File: src/rtl/conv_stream_engine.sv
// Streaming KxK signed convolution over an unsigned raster-order feature map.
// Two-stage pipeline (products, then sum/shift/ReLU/saturate) with valid/ready backpressure.
module conv_stream_engine #(
  parameter int DATA_WIDTH = 8,
  parameter int IMG_W      = 8,
  parameter int IMG_H      = 8,
  parameter int K          = 3,
  parameter int ACC_WIDTH  = 24,
  parameter int SHIFT      = 0,
  localparam int AW        = (K * K > 1) ? $clog2(K * K) : 1
) (
  input  logic                  clk,
  input  logic                  reset,
  input  logic                  start,
  input  logic                  stride2,
  input  logic                  relu_en,
  input  logic                  w_we,
  input  logic [AW-1:0]         w_addr,
  input  logic [DATA_WIDTH-1:0] w_data,
  input  logic                  in_valid,
  output logic                  in_ready,
  input  logic [DATA_WIDTH-1:0] in_data,
  output logic                  out_valid,
  input  logic                  out_ready,
  output logic [DATA_WIDTH-1:0] out_data,
  output logic                  busy,
  output logic                  done
);

  localparam int KK     = K * K;
  localparam int SR_LEN = (K - 1) * IMG_W + K;
  localparam int CW     = (IMG_W > 1) ? $clog2(IMG_W) : 1;
  localparam int RW     = (IMG_H > 1) ? $clog2(IMG_H) : 1;
  localparam int PW     = 2 * DATA_WIDTH + 1;

  localparam logic [1:0] S_IDLE   = 2'd0;
  localparam logic [1:0] S_STREAM = 2'd1;
  localparam logic [1:0] S_DRAIN  = 2'd2;
  localparam logic [1:0] S_DONE   = 2'd3;

  localparam logic [CW-1:0] COL_LAST = CW'(IMG_W - 1);
  localparam logic [RW-1:0] ROW_LAST = RW'(IMG_H - 1);
  localparam logic [CW-1:0] COL_MIN  = CW'(K - 1);
  localparam logic [RW-1:0] ROW_MIN  = RW'(K - 1);
  localparam logic          KPAR     = 1'((K - 1) % 2);
  localparam logic [AW:0]   KK_L     = (AW + 1)'(KK);

  localparam logic signed [ACC_WIDTH-1:0] SAT_MAX = ACC_WIDTH'((64'sd1 <<< (DATA_WIDTH - 1)) - 64'sd1);
  localparam logic signed [ACC_WIDTH-1:0] SAT_MIN = -SAT_MAX - ACC_WIDTH'(1);

  logic [1:0]            state_q, state_d;
  logic                  stride_q, relu_q;
  logic [CW-1:0]         col_q;
  logic [RW-1:0]         row_q;
  logic [DATA_WIDTH-1:0] w_q   [KK];
  logic [DATA_WIDTH-1:0] sr_q  [SR_LEN-1];
  logic [DATA_WIDTH-1:0] nxt   [SR_LEN];
  logic signed [PW-1:0]  prod_d [KK];
  logic signed [PW-1:0]  prod_q [KK];
  logic                  v1_q;
  logic                  out_valid_q;
  logic [DATA_WIDTH-1:0] out_q;

  logic                  stall, accept, win_ok, last_pix, wr_ok;
  logic signed [ACC_WIDTH-1:0] sum, shifted;
  logic [DATA_WIDTH-1:0] res;

  assign stall     = out_valid_q && !out_ready;
  assign in_ready  = (state_q == S_STREAM) && !stall;
  assign accept    = in_ready && in_valid;
  assign last_pix  = (row_q == ROW_LAST) && (col_q == COL_LAST);
  assign win_ok    = (row_q >= ROW_MIN) && (col_q >= COL_MIN) &&
                     (!stride_q || ((row_q[0] == KPAR) && (col_q[0] == KPAR)));
  assign wr_ok     = w_we && ((state_q == S_IDLE) || (state_q == S_DONE)) &&
                     ({1'b0, w_addr} < KK_L);
  assign out_valid = out_valid_q;
  assign out_data  = out_q;
  assign busy      = (state_q == S_STREAM) || (state_q == S_DRAIN);
  assign done      = (state_q == S_DONE);

  // Products use the window as it will look once the incoming pixel is shifted in,
  // so stage 1 captures on the accepting edge itself.
  always_comb begin
    nxt[0] = in_data;
    for (int unsigned j = 1; j < SR_LEN; j++) nxt[j] = sr_q[j-1];
    for (int unsigned r = 0; r < K; r++) begin
      for (int unsigned c = 0; c < K; c++) begin
        prod_d[r*K+c] = $signed({1'b0, nxt[(K-1-r)*IMG_W + (K-1-c)]}) * $signed(w_q[r*K+c]);
      end
    end
  end

  always_comb begin
    sum = '0;
    for (int unsigned i = 0; i < KK; i++) sum = sum + ACC_WIDTH'(prod_q[i]);
    shifted = sum >>> SHIFT;
    if (relu_q && (shifted < 0))  res = '0;
    else if (shifted > SAT_MAX)   res = SAT_MAX[DATA_WIDTH-1:0];
    else if (shifted < SAT_MIN)   res = SAT_MIN[DATA_WIDTH-1:0];
    else                          res = shifted[DATA_WIDTH-1:0];
  end

  always_comb begin
    state_d = state_q;
    case (state_q)
      S_IDLE:   if (start) state_d = S_STREAM;
      S_STREAM: if (accept && last_pix) state_d = S_DRAIN;
      S_DRAIN:  if (!v1_q && (!out_valid_q || out_ready)) state_d = S_DONE;
      default:  state_d = S_IDLE;
    endcase
  end

  always_ff @(posedge clk or negedge reset) begin
    if (!reset) begin
      state_q     <= S_IDLE;
      stride_q    <= 1'b0;
      relu_q      <= 1'b0;
      col_q       <= '0;
      row_q       <= '0;
      v1_q        <= 1'b0;
      out_valid_q <= 1'b0;
      out_q       <= '0;
      for (int unsigned i = 0; i < KK; i++) begin
        w_q[i]    <= '0;
        prod_q[i] <= '0;
      end
      for (int unsigned i = 0; i < SR_LEN - 1; i++) sr_q[i] <= '0;
    end else begin
      state_q <= state_d;
      if ((state_q == S_IDLE) && start) begin
        stride_q <= stride2;
        relu_q   <= relu_en;
        col_q    <= '0;
        row_q    <= '0;
      end
      if (accept) begin
        for (int unsigned i = 0; i < SR_LEN - 1; i++) sr_q[i] <= nxt[i];
        if (col_q == COL_LAST) begin
          col_q <= '0;
          row_q <= row_q + RW'(1);
        end else begin
          col_q <= col_q + CW'(1);
        end
      end
      if (!stall) begin
        v1_q        <= accept && win_ok;
        out_valid_q <= v1_q;
        if (accept) for (int unsigned i = 0; i < KK; i++) prod_q[i] <= prod_d[i];
        if (v1_q) out_q <= res;
      end
      if (wr_ok) w_q[w_addr] <= w_data;
    end
  end

endmodule

File: config.mk
export PLATFORM = sky130hd
export DESIGN_NAME = conv_stream_engine
export DESIGN_NICKNAME = d
export VERILOG_FILES = /design/src/rtl/conv_stream_engine.sv
export SDC_FILE = /design/constraint.sdc
export NUM_CORES = 2
export LEC_CHECK = 0
export ABC_AREA = 1
export CORE_ASPECT_RATIO = 0.9
export CORE_MARGIN = 2
export CORE_UTILIZATION = 30
export DETAILED_ROUTE_END_ITERATION = 12
export DONT_BUFFER_PORTS = 1
export REMOVE_ABC_BUFFERS = 1
export SLEW_MARGIN = 20
export SYNTH_ARGS = -nofsm -noshare
export SYNTH_HDL_FRONTEND = slang
export SYNTH_SLANG_ARGS = --single-unit
File: constraint.sdc
create_clock -name clk -period 4.1 [get_ports clk]
set_clock_uncertainty 0.05 [all_clocks]
set_input_delay 0.41 -clock clk [delete_from_list [all_inputs] [get_ports clk]]
set_output_delay 0.41 -clock clk [all_outputs]
set_load 0.02 [all_outputs]
==> Word-level counts from Yosys, hierarchy flattened <==
Cells that the tools add are included.
{ "totals": {"regBits": 389, "latchBits": 0, "ramBits": 0, "romBits": 0, "inputBits": 28, "output_inout_bits": 12, "wordCells": 128, "mem_count": 0} }
{ "classes": {"add_sub_neg": 10, "n_mul": 9, "div_mod_pow": 0, "order_cmp": 8, "n_eq_ne": 8, "shifts": 0, "n_mux": 16, "bitwise_logic": 4, "n_reduce_logical": 29} }
{ "ops": {"columns": ["op", "n"], "rows": [
  ["9-bit by 8-bit multiplier with 17-bit output", 9],
  ["72-bit bitwise mux", 1],
  ["8-bit demux with 4-bit select", 1],
  ["8-bit 2-to-1 mux", 4],
  ["23-bit by 17-bit adder with 24-bit output", 1],
  ["24-bit by 17-bit adder with 24-bit output", 1],
  ["24-bit by 8-bit > comparator with 1-bit output, second input constant", 1],
  ["24-bit by 1-bit less-than comparator with 1-bit output, second input constant", 1],
  ["24-bit by 8-bit less-than comparator with 1-bit output, second input constant", 1],
  ["22-bit by 17-bit adder with 23-bit output", 1],
  ["21-bit by 17-bit adder with 22-bit output", 1],
  ["20-bit by 17-bit adder with 21-bit output", 1],
  ["19-bit by 17-bit adder with 20-bit output", 1],
  ["18-bit by 17-bit adder with 19-bit output", 1],
  ["17-bit by 17-bit adder with 18-bit output", 1],
  ["3-bit 2-to-1 mux", 6],
  ["1-bit logical AND", 15],
  ["3-bit by 1-bit adder with 3-bit output, second input constant", 2],
  ["3-bit equality test, second input constant", 2],
  ["3-bit by 2-bit >= comparator with 1-bit output, second input constant", 2],
  ["2-bit 2-to-1 mux", 3],
  ["2-bit case mux with 3 select lines", 1],
  ["5-bit >= comparator, second input constant", 1],
  ["1-bit logical NOT", 5],
  ["other kinds (13)", 21]
]} }

==> Longest topological paths before layout <==
{ "depth": {"ltp_word": 12, "mapped_depth": 27, "depth_no_buf": 27} }

==> Least setup slack after synthesis <==
Ideal clock, no wire load.
{ "synth_path": {"path_type": "input-to-reg", "startpoint": "input in_data[6]", "endpoint": "register prod_q[15] (netlist bit)", "setup_ns": 0.131, "t_arrival_ns": 4.256, "required_time_ns": 3.919, "path_slack_ns": -0.337, "path_stages": 19, "n_path_buf": 1, "path_cell_list": "clkbuf_1 -> nand2_1 -> fa_1 -> fa_1 -> fa_1 -> fa_1 -> inv_1 -> ha_1 -> a21oi_1 -> o21ai_0 -> a21oi_1 -> o21ai_0 -> nand2_1 -> inv_1 -> o21ai_0 -> nand2_1 -> or2_2 -> nand3_1 -> o21ai_0"} }
{ "synth_between": {"elab_chain_cells": 1} }
{ "synth_lines": {"columns": ["element", "line_no", "source"], "rows": [
  ["from (decl)", "22", "input logic [DATA_WIDTH-1:0] in_data,"],
  ["9-bit by 8-bit multiplier with 17-bit output", "88", "prod_d[r*K+c] = $signed({1'b0, nxt[(K-1-r)*IMG_W + (K-1-c)]}) * $signed(w_q[r*K+c]);"],
  ["to (signal, indexed assignment)", "125", "prod_q[i] <= '0;"],
  ["to (decl)", "59", "logic signed [PW-1:0] prod_q [KK];"]
]} }
No other way between the ends.
A chain may end at the register's enable or synchronous reset.

==> Worst setup path after layout <==
{ "layout_path": {"startpoint": "register prod_q[8] (netlist bit)", "endpoint": "register out_q[0] (netlist: out_data[0])"} }
{ "layout_between": {"elab_chain_cells": 5, "elab_cells_between_ends": 8, "cone_classes": "add/sub (1); order compare (3); mux (3); reduce/logical (1)"} }
{ "layout_lines": {"columns": ["element", "line_no", "source"], "rows": [
  ["24-bit by 17-bit adder with 24-bit output *", "95", "for (int unsigned i = 0; i < KK; i++) sum = sum + ACC_WIDTH'(prod_q[i]);"],
  ["24-bit by 8-bit less-than comparator with 1-bit output", "99", "else if (shifted < SAT_MIN) res = SAT_MIN[DATA_WIDTH-1:0];"],
  ["8-bit 2-to-1 mux", "99", null],
  ["8-bit 2-to-1 mux", "98", "else if (shifted > SAT_MAX) res = SAT_MAX[DATA_WIDTH-1:0];"],
  ["8-bit 2-to-1 mux *", "97", "if (relu_q && (shifted < 0)) res = '0;"],
  ["to (signal assigned)", "149", "if (v1_q) out_q <= res;"],
  ["to (decl)", "62", "logic [DATA_WIDTH-1:0] out_q;"]
]} }
Mark *: on every way between the ends. The rest lies on a longest branch, timed or not.

==> run summary <==
The congestion estimate from routability-driven global placement came to 0.876. The reg-to-reg critical path endpoint is out_data[0]. The detailed router's first-iteration violation count is 1,732.

The number of enable flip-flop cells after synthesis is 0. The number of cell rows came out at 125. TritonCTS built the clock tree.

The kind of cell adding the most delay to the critical path is adder cells. The number of global-route vias before repair came out at 32.4k. The wire length of the first global-routing pass came out at 172 mm. Among all flip-flop cells after synthesis, the most frequent one is sky130_fd_sc_hd__dfrtp_1. Fill cells in the final layout number 12.6k.

The maximum fanout encountered on the critical timing path came out at 7. Synthesis instantiated 44 different standard cells from the library. The post-layout net count is 6,182. The startpoint identified for the worst register-to-register timing path is prod_q[8]. The final reports fail on hold timing, setup timing. Relative to the synthesized area, the layout overhead comes to 30.8%. The core outline area is 0.129 sq mm. In the post-route analysis, the smallest setup slack over all paths is -0.399 ns. The clock net sink count came out at 389. The path type of the worst setup path is flop to flop. The sum of net half-perimeters after detailed placement came out at 80.6 mm. The worst setup path is launched from a flop. The area of all placed cells without fillers came out at 0.0507 sq mm. The total area of sequential cells came out at 0.00984 sq mm.

STA classifies the critical path endpoint as a flop. The area of the multi-input gates is 0.0274 sq mm. The number of max-slew violations in the final report is 0. The ratio of routed vias to standard cells came out at 4.49. The count of nets left with antenna violations once routing finished came out at 0.

The proportion of synthesized chip area in sequential cells came out at 25.1%. The count of yosys warnings during synthesis came out at 0. The initial utilization of the core area, before any placement, comes to 30.1%. The number of violations of the max-capacitance limit is 0. Setup repair after global routing could not meet its margin everywhere.

The die span in x is 383 um. The transition time at the pin with the least slew margin came out at 1.13 ns. Once layout is complete, the utilization of the core stands at 39.4%. Setup violations remaining at the end of the flow were counted as 35. Walking the worst path, the cells encountered are inv_1, fa_1, inv_1, fa_1, fa_1, inv_1, fa_1, inv_1, ha_4, nand2_1, nand2_1, a21oi_2, nand3_2, nand2_1, nand2_1, nand2_2, nand3_1, nor2_1, nand4_1, nand2_2, nand2_1, nand2_1, nand2_1.

Among the stages of the critical path, the cell type that occurs most often is sky130_fd_sc_hd__nand2_1. The final hold slack is -0.548 ns. The overall fraction of global-route tracks in use came out at 16.1%.

The flow ran to the end, but the final reports show violations. In the final layout, the share of cells above drive strength 1 is 28.3%. Summing all placed instances gives a cell area of 0.0442 sq mm. Input and output buffers added on the ports amount to 0.

The later-pin clock latency in the skew report is 0.62 ns. The cell count after synthesis is 4,794. In this run, post-CTS hold repair placed 11 buffers. A synthesized cell averages 8.09 sq um.

Before antenna repair, the detailed router went through 5 iterations. The total number of vias came out at 31.6k. The number of antenna violations at the first check in global routing came out at 9.

Summed over all layers, the routed wires come to 107 mm. Data on the critical path arrives at its endpoint at 4.94 ns. The number of CTS-inserted buffers came out at 47. Measured against its own limit, the worst slew margin works out to 24.7%. For this run, the slowest stage of the critical path takes 0.55 ns.

The floorplan step set the die height to 345 um. The flip-flop and latch count after synthesis came out at 389. The clock edge transition at the registers on the reported setup and hold paths came out at 0.07 ns. Setup slack on the worst reg-to-reg path comes out at -0.40 ns.

The worst hold path belongs to the class primary input to asynchronous set/reset pin. The number of H-tree branching levels is 2. The shortest clock period the worst path allows after layout is 4.50 ns. In the routed design, unresolved DRC markers number 0. The maximum root-to-sink buffer count came out at 3. The die footprint is 0.132 sq mm. 40 I/O pins were placed. Entering global routing, the biggest net connects 390 pins.

The maximum clock rate came out at 0.222 GHz. The share of synthesized registers carrying an async set or reset is 100%. At the worst endpoint, the required time is 4.54 ns. The number of cells on the worst reg-to-reg path is 23. The final hold violation count came out at 389.

The mapped netlist covers 0.0388 sq mm. The final global-route overflow total is 0. The buffer cell driving the clock tree root is sky130_fd_sc_hd__clkbuf_16. Of the available clock period, the critical path in the final layout requires 110%. The average detailed-routed wire length per instance is 15.2 um. Together, buffers and inverters on the worst path number 4. The largest individual stage delay along the critical path comes from the cell sky130_fd_sc_hd__fa_1.
==> worst reg2reg max path: stages (launching register included) <==
cell and delay [ns]:
sky130_fd_sc_hd__dfrtp_1 0.33, sky130_fd_sc_hd__inv_1 0.10, sky130_fd_sc_hd__fa_1 0.56, sky130_fd_sc_hd__inv_1 0.07, sky130_fd_sc_hd__fa_1 0.46, sky130_fd_sc_hd__fa_1 0.49, sky130_fd_sc_hd__inv_1 0.05, sky130_fd_sc_hd__fa_1 0.49
sky130_fd_sc_hd__inv_1 0.07, sky130_fd_sc_hd__ha_4 0.24, sky130_fd_sc_hd__nand2_1 0.07, sky130_fd_sc_hd__nand2_1 0.11, sky130_fd_sc_hd__a21oi_2 0.24, sky130_fd_sc_hd__nand3_2 0.14, sky130_fd_sc_hd__nand2_1 0.14, sky130_fd_sc_hd__nand2_1 0.07
sky130_fd_sc_hd__nand2_2 0.07, sky130_fd_sc_hd__nand3_1 0.08, sky130_fd_sc_hd__nor2_1 0.11, sky130_fd_sc_hd__nand4_1 0.13, sky130_fd_sc_hd__nand2_2 0.15, sky130_fd_sc_hd__nand2_1 0.07, sky130_fd_sc_hd__nand2_1 0.06, sky130_fd_sc_hd__nand2_1 0.05
==> per-stage QoR <==
step	hold WS (ns)	setup WS (ns)	std cells	setup TNS (ns)
floorplan	0.0644	-8.72	4580	-1611.88
global placement	0.117	-0.569	6828	-15.39
detailed placement	0.117	-0.585	6828	-17.67
CTS	-0.550	-0.357	6977	-5.35
global route	-0.582	-0.589	7034	-14.37
finish	-0.548	-0.399	7039	-5.84
==> cells in the final DEF (no fill, tap or decap), types with 32 or more instances in the layout <==
master	n
sky130_fd_sc_hd__dfrtp_2	86
sky130_fd_sc_hd__ha_1	326
sky130_fd_sc_hd__buf_6	89
sky130_fd_sc_hd__nor2_1	84
sky130_fd_sc_hd__a21oi_1	53
sky130_fd_sc_hd__o21ai_2	37
sky130_fd_sc_hd__o21ai_1	43
sky130_fd_sc_hd__fa_1	411
sky130_fd_sc_hd__dfrtp_1	303
sky130_fd_sc_hd__fa_2	44
sky130_fd_sc_hd__inv_2	138
sky130_fd_sc_hd__nand2_4	42
sky130_fd_sc_hd__ha_4	81
sky130_fd_sc_hd__o21ai_0	272
sky130_fd_sc_hd__nand3_2	32
sky130_fd_sc_hd__nand2_1	1163
sky130_fd_sc_hd__buf_4	547
sky130_fd_sc_hd__clkbuf_16	48
sky130_fd_sc_hd__a21oi_2	37
sky130_fd_sc_hd__nand2_2	105
sky130_fd_sc_hd__inv_1	1016
sky130_fd_sc_hd__xor2_1	37
==> how the worst max path moves through the flow <==
stage,cells past startpoint,startpoint,end,slack (ns)
after floorplan,8,state_q[1],prod_q[14],-8.72
after global placement,22,prod_q[2],out_data[4],-0.57
after detailed placement,22,prod_q[16],out_data[0],-0.59
after CTS,24,prod_q[16],out_data[4],-0.36
after global routing,21,prod_q[146],out_data[5],-0.59
final,23,prod_q[8],out_data[0],-0.40
==> flip-flops by register name (all words and copies together), names as in the netlist <==
signal / cells
nxt: 144
stride_q: 1
row_q: 3
state_q: 2
v1_q: 1
col_q: 3
out_valid: 1
prod_q: 153
relu_q: 1
out_data: 8
w_q: 72
==> area by class of cell <==
| cell class | count | share of cell area [%] |
|---|---|---|
| multi-input cells | 3030 | 54.0 |
| flip-flops and latches | 389 | 19.4 |
| repair buffers | 653 | 10.5 |
| inverters | 1161 | 8.63 |
| well taps | 1714 | 4.23 |
| clock buffers | 63 | 2.60 |
| clock inverters | 23 | 0.614 |
| diodes | 6 | 0.0296 |
==> repair_timing <==
item / 4_1_cts / 5_1_grt
hold endpoints to repair: 402 / 389
setup buffers: 56 / 74
endpoints found under the setup margin: 78 / 87
pin swaps: 184 / 373
resized for setup: 441 / 630
==> synth_stat cells (2+ instances only) <==
master / n / area, sq um
sky130_fd_sc_hd__dfrtp_1: 389 / 9730
sky130_fd_sc_hd__a22o_1: 4 / 35.0
sky130_fd_sc_hd__nor3_1: 8 / 40.0
sky130_fd_sc_hd__nor2_1: 110 / 413
sky130_fd_sc_hd__nand3_2: 2 / 20.0
sky130_fd_sc_hd__buf_1: 11 / 41.3
sky130_fd_sc_hd__nor2_2: 7 / 43.8
sky130_fd_sc_hd__fa_1: 455 / 9110
sky130_fd_sc_hd__clkbuf_1: 196 / 736
sky130_fd_sc_hd__o21ai_0: 357 / 1790
sky130_fd_sc_hd__o21bai_1: 3 / 22.5
sky130_fd_sc_hd__nand2_2: 9 / 56.3
sky130_fd_sc_hd__a21o_1: 3 / 22.5
sky130_fd_sc_hd__nand3_1: 78 / 390
sky130_fd_sc_hd__o221ai_1: 2 / 17.5
sky130_fd_sc_hd__buf_2: 7 / 35.0
sky130_fd_sc_hd__or2_2: 28 / 175
sky130_fd_sc_hd__inv_1: 1157 / 4340
sky130_fd_sc_hd__a31oi_1: 13 / 81.3
sky130_fd_sc_hd__o2111ai_1: 10 / 87.6
sky130_fd_sc_hd__xor2_1: 53 / 464
sky130_fd_sc_hd__nand3b_1: 5 / 37.5
sky130_fd_sc_hd__nand4_1: 18 / 113
sky130_fd_sc_hd__o31ai_1: 6 / 45.0
sky130_fd_sc_hd__o22ai_1: 7 / 43.8
sky130_fd_sc_hd__nand2_1: 1300 / 4880
sky130_fd_sc_hd__inv_2: 3 / 11.3
sky130_fd_sc_hd__xnor2_1: 14 / 123
sky130_fd_sc_hd__a21oi_1: 107 / 536
sky130_fd_sc_hd__ha_1: 417 / 5220
sky130_fd_sc_hd__a21oi_2: 2 / 17.5
==> kinds of logic (layout without fill, tap and decap cells) <==
logic type	count (synthesis)	in the layout	share of synthesized area (%)
xor gates and xnor gates	67	67	1.51
muxes	1	1	0.0290
and+or+nand+nor	1570	1570	16.0
other	0	6	0
adders and majority gates	872	872	36.9
buffers and inverters	1375	1900	13.3
DFF	389	389	25.1
AOI/OAI and AO/OA	520	520	7.07
==> metal layers <==
metal / vias up / routed length [um] / GRT usage (%) / share of wire, %
met1: 15600 / 51000 / 23.8 / 48
met4: 0 / 2170 / 2.63 / 2.0
met3: 109 / 5090 / 1.96 / 4.8
met2: 568 / 48500 / 25.4 / 45
met5: - / 0 / 0 / 0
li1: 15300 / - / - / -
Power is left out: the tool's default activity adds up to more than one toggle a clock period on the data nets, which glitch-free logic cannot reach.
